## src/rtl/fetch_queue.sv

```systemverilog
// Instruction-fetch front end: single-outstanding imem requests feeding a DEPTH-entry {pc, instr} FIFO.
// Optional same-cycle bypass of an empty FIFO is enabled by defining FETCHQ_BYPASS_EN.
module fetch_queue #(
  parameter int unsigned DEPTH    = 4,
  parameter logic [31:0] RESET_PC = 32'h0000_3000
) (
  input  logic        clk,
  input  logic        reset,
  output logic        imem_req,
  output logic [31:0] imem_addr,
  input  logic        imem_rvalid,
  input  logic [31:0] imem_rdata,
  input  logic        redirect_valid,
  input  logic [31:0] redirect_pc,
  output logic        out_valid,
  input  logic        out_ready,
  output logic [31:0] out_pc,
  output logic [31:0] out_instr
);

  localparam int unsigned PTR_W = $clog2(DEPTH);
  localparam int unsigned CNT_W = PTR_W + 1;
  localparam logic [CNT_W-1:0] DEPTH_C = CNT_W'(DEPTH);

  typedef enum logic [1:0] {IDLE, WAIT, DROP} state_e;

  state_e             state_q, state_d;
  logic [31:0]        fetch_pc_q, fetch_pc_d;
  logic [31:0]        req_pc_q, req_pc_d;
  logic [CNT_W-1:0]   count_q, count_d;
  logic [PTR_W-1:0]   head_q, head_d;
  logic [PTR_W-1:0]   tail_q, tail_d;
  logic [31:0]        pc_mem_q [DEPTH];
  logic [31:0]        pc_mem_d [DEPTH];
  logic [31:0]        instr_mem_q [DEPTH];
  logic [31:0]        instr_mem_d [DEPTH];

  logic issue;
  logic resp_kept;
  logic bypass;
  logic fire;
  logic push;
  logic pop_fifo;

  // State register
  always_ff @(posedge clk or negedge reset) begin
    if (!reset) state_q <= IDLE;
    else        state_q <= state_d;
  end

  // Next-state logic
  always_comb begin
    state_d = state_q;
    unique case (state_q)
      IDLE: if (issue) state_d = WAIT;
      WAIT: begin
        if (imem_rvalid)         state_d = IDLE;
        else if (redirect_valid) state_d = DROP;
      end
      DROP: if (imem_rvalid) state_d = IDLE;
      default: state_d = IDLE;
    endcase
  end

  // Output logic
  always_comb begin
    issue     = (state_q == IDLE) && !redirect_valid && (count_q < DEPTH_C);
    // Gated by reset so no request pulse escapes while reset is held.
    imem_req  = issue && reset;
    imem_addr = fetch_pc_q;
    resp_kept = (state_q == WAIT) && imem_rvalid && !redirect_valid;
    out_pc    = '0;
    out_instr = '0;
`ifdef FETCHQ_BYPASS_EN
    bypass    = resp_kept && (count_q == '0);
    out_valid = (count_q != '0) || bypass;
    if (count_q != '0) begin
      out_pc    = pc_mem_q[head_q];
      out_instr = instr_mem_q[head_q];
    end else if (bypass) begin
      out_pc    = req_pc_q;
      out_instr = imem_rdata;
    end
`else
    bypass    = 1'b0;
    out_valid = (count_q != '0);
    if (count_q != '0) begin
      out_pc    = pc_mem_q[head_q];
      out_instr = instr_mem_q[head_q];
    end
`endif
  end

  // FIFO and fetch-PC datapath
  always_comb begin
    fire     = out_valid && out_ready && !redirect_valid;
    pop_fifo = fire && (count_q != '0);
    // A bypassed word that is consumed on arrival never occupies a slot.
    push     = resp_kept && !(bypass && out_ready);

    fetch_pc_d  = fetch_pc_q;
    req_pc_d    = req_pc_q;
    count_d     = count_q;
    head_d      = head_q;
    tail_d      = tail_q;
    pc_mem_d    = pc_mem_q;
    instr_mem_d = instr_mem_q;

    if (redirect_valid) begin
      count_d    = '0;
      head_d     = '0;
      tail_d     = '0;
      fetch_pc_d = redirect_pc & ~32'h3;
    end else begin
      if (push) begin
        pc_mem_d[tail_q]    = req_pc_q;
        instr_mem_d[tail_q] = imem_rdata;
        tail_d              = tail_q + PTR_W'(1);
      end
      if (pop_fifo) head_d = head_q + PTR_W'(1);
      unique case ({push, pop_fifo})
        2'b10:   count_d = count_q + CNT_W'(1);
        2'b01:   count_d = count_q - CNT_W'(1);
        default: count_d = count_q;
      endcase
      if (issue) begin
        req_pc_d   = fetch_pc_q;
        fetch_pc_d = fetch_pc_q + 32'd4;
      end
    end
  end

  always_ff @(posedge clk or negedge reset) begin
    if (!reset) begin
      fetch_pc_q <= RESET_PC;
      req_pc_q   <= '0;
      count_q    <= '0;
      head_q     <= '0;
      tail_q     <= '0;
      for (int unsigned i = 0; i < DEPTH; i++) begin
        pc_mem_q[i]    <= '0;
        instr_mem_q[i] <= '0;
      end
    end else begin
      fetch_pc_q  <= fetch_pc_d;
      req_pc_q    <= req_pc_d;
      count_q     <= count_d;
      head_q      <= head_d;
      tail_q      <= tail_d;
      pc_mem_q    <= pc_mem_d;
      instr_mem_q <= instr_mem_d;
    end
  end

endmodule

```

## config.mk

```make
export PLATFORM = sky130hd
export DESIGN_NAME = fetch_queue
export DESIGN_NICKNAME = d
export VERILOG_FILES = /design/src/rtl/fetch_queue.sv
export SDC_FILE = /design/constraint.sdc
export NUM_CORES = 1
export LEC_CHECK = 0
export BUFFER_PORTS_ARGS = -buffer_cell sky130_fd_sc_hd__buf_2
export CAP_MARGIN = 20
export CORE_MARGIN = 2
export CORE_UTILIZATION = 45
export CTS_BUF_LIST = sky130_fd_sc_hd__clkbuf_8
export DETAILED_ROUTE_END_ITERATION = 12
export GPL_TIMING_DRIVEN = 0
export PLACE_DENSITY_LB_ADDON = 0.25
export SLEW_MARGIN = 20
export SYNTH_ARGS = -nofsm -noshare
export SYNTH_HDL_FRONTEND = slang
export SYNTH_SLANG_ARGS = --single-unit
```

## constraint.sdc

```tcl
create_clock -name clk -period 5.8 [get_ports clk]
set_clock_uncertainty 0.15 [all_clocks]
set_input_delay 1.74 -clock clk [delete_from_list [all_inputs] [get_ports clk]]
set_output_delay 1.74 -clock clk [all_outputs]
set_load 0.02 [all_outputs]
```

==> results.md <==
- I/O Buffers: 159
- 1st-iter DRT viols: 427
- Die Area: 33500 sq um
- Gate Count Post-Synth: 988
- Fmax: 187 MHz
- Top-count cell post-synth: dfrtp_1
- N_diodes: 0
- Hold Path Class: reg -> reg
- CORE AREA: 31600 sq um
- RSZ-0062 raised after global routing: no
- Initial core utilization: 45.7%
- Post-synth top area share: 54.7%
- Wire length per cell: 19.2 um
- Layout cell share with drive strength beyond 1: 48.8%
- Synth area leaders: dfrtp_1 (55%), mux2_2 (22%), mux4_2 (9.7%), and2_1 (2.8%), xnor2_1 (1.4%)
- Crit. End Element: output port
- Crit Path Max Fanout: 10
- Gr ovfl total: 0
- Post-synth EDFFs: 0
- Clk sinks: 317
- Clk buf depth: 3
- Hold-fix buffers, CTS: 0
- Clock buffer count from CTS: 55
- R2R cell count: 6
- Worst hold endpoint: instr_mem_q[34]
- Slew @ Worst Pin: 0.841 ns
- CP Data Arrival Time: 3.46 ns
- Post-CTS Setup Bufs: 0
- Place WS: 0.438 ns
- Fin util: 53.9%
- Number of synthesized register bits: 317
- Drt drc: 0
- Nets: 1286
- Minimum clock period: 5.35 ns
- Synth warn: 0
- Hold Crit Depth: 1
- Worst Setup Start Kind: input pin
- CTS root buffer: clkbuf_8
- Crit path kind: in -> out
- CTS tree: built
- Crit path from: redirect_valid
- Vias in the first global route: 9237
- Width of the chip: 183 um
- H-tree Lvls: 2
- Antenna-violating nets left: 0
- Status: completed
- DR pass1 iterations: 4
- Lkg Pwr: 8.19 nW
- Reg2reg setup slack: 3.24 ns
- Max-Slew Margin vs Limit: 43.9%
- Yosys top cell by area: dfrtp_1
- Largest net degree at the start of global routing: 88
- First-pass GRT wire length: 51.5 mm
- Mapped Area: 14400 sq um
- Vias per cell: 5.33
- DP Wirelength: 21.5 mm
- Via count: 8827
- Avg Synthesized Cell Area: 14.6 sq um
- VDD IR max: 274 uV
- Initial antenna violation count: 1
- Post-Route WL: 31.9 mm
- Clock Latency Late Sink: 0.59 ns
- Final worst slack: 0.452 ns
- Gpl congestion: 0.760
- Final TNS setup: 0 ns
- # Max-Cap Violations: 0
- Final Setup Violations: 0
- Tcrit/Tclk final: 92.2%
- Max-slew violations: 0
- Resized cells post-CTS: 0
- Post-synth top cells: dfrtp_1 (315), mux2_2 (278), and2_1 (65)
- FP Rows: 65
- Total GRT Usage: 19.6%
- Clock transition at path regs: 0.05 ns
- Asr flop ratio synth: 100%
- R2R Path Start: state_q[0]
- Reg-to-Reg End: instr_mem_q[117]
- Sequential area share after synthesis: 55.0%
- Ys flop type: dfrtp_1
- PwrDens: 468 nW/um^2
- WP data required: 3.91 ns
- Final hold vios: 0
- Chip height: 183 um
- Yosys cell types: 47
- Layout Area Growth over Synthesis: 18.0%
- Tot Pwr: 0.00796 W
- I/O pins: 167
- Hold path startpoint: instr_mem_q[34]
## report_power, final
| part | internal (W) | total, W | leakage (nW) | switching, W |
|---|---|---|---|---|
| sequential | 0.00282 | 0.00322 | 4.15 | 0.000403 |
| clock | 0.00117 | 0.00208 | 0.678 | 0.000913 |
| combinational | 0.00135 | 0.00265 | 3.36 | 0.00130 |
## cell usage in the layout (no fill, tap or decap), drive strengths merged, types with 2 or more instances in the layout
cell    Yosys  layout
nor4        7       7
and2       65      65
mux2      278     278
and4        3       3
nor3b       2       2
o31ai       2       2
clkbuf     51     124
nor2       13      13
nor3       12      12
dfstp       2       2
mux4       62      62
nand3      11      11
o21ai      28      28
dfrtp     315     315
nand4       5       5
xor2        8       8
nand2      46      46
and3        2       2
mux2i       2       2
clkinv      0       6
a21oi       4       4
inv        12      33
xnor2      23      23
buf        15     178
conb        1       4
nand2b      2       2
ha          5       5
## worst max path at each step
stage,endpoint,depth (start not counted)
final,imem_req,5
after global routing,imem_req,5
after CTS,imem_req,5
after detailed placement,imem_req,5
after global placement,imem_req,3
after floorplan,imem_req,4
## routing by layer
metal  track usage (%)  vias to the layer above  wire length (um)
met2              31.4                      229             14900
met3              3.73                       48              1850
li1                  -                     4021                 -
met5                 0                        -                13
met4              4.80                        2               470
met1              27.7                     4527             14700
## cell families after synthesis
logic type               count (synthesis)  share of synthesized area, %
adder cells (fa/ha/maj)                  6                         0.573
AO/OA/AOI/OAI                           38                          1.48
AND/OR/NAND/NOR                        174                          7.01
multiplexers                           342                          31.5
other                                    1                        0.0260
XOR/XNOR                                31                          1.88
flip-flops                             317                          55.0
buffers and inverters                   79                          2.45
## critical path, cell delays in order
cell,delay (ns)
clkbuf_8,0.15
nor4_2,0.60
clkbuf_1,0.59
and2_1,0.21
buf_2,0.16
## area by class of cell
| cell class | instances | area (sq um) |
|---|---|---|
| Timing Repair Buffer | 163 | 916 |
| Clock inverter | 28 | 158 |
| Inverter | 12 | 45.0 |
| Multi-Input combinational cell | 595 | 6140 |
| Buffer | 67 | 308 |
| Fill cell | 2715 | 14500 |
| Clock buffer | 73 | 1000 |
| Tap cell | 402 | 503 |
| Sequential cell | 317 | 7940 |
## through the flow
stage,cells,instance area [sq um],hold slack (ns)
floorplan,991,14400,0.324
finish,1657,17000,0.348
global route,1657,17000,0.358
CTS,1657,17000,0.351
global placement,1552,15700,0.332
detailed placement,1556,15800,0.338
## flip-flops by register name (all words and copies together), names as in the netlist
name	flops
count_q	3
head_q	2
imem_addr	30
instr_mem_q	128
pc_mem_q	120
req_pc_q	30
state_q	2
tail_q	2
Note: power is estimated with default switching activity, not from simulation.
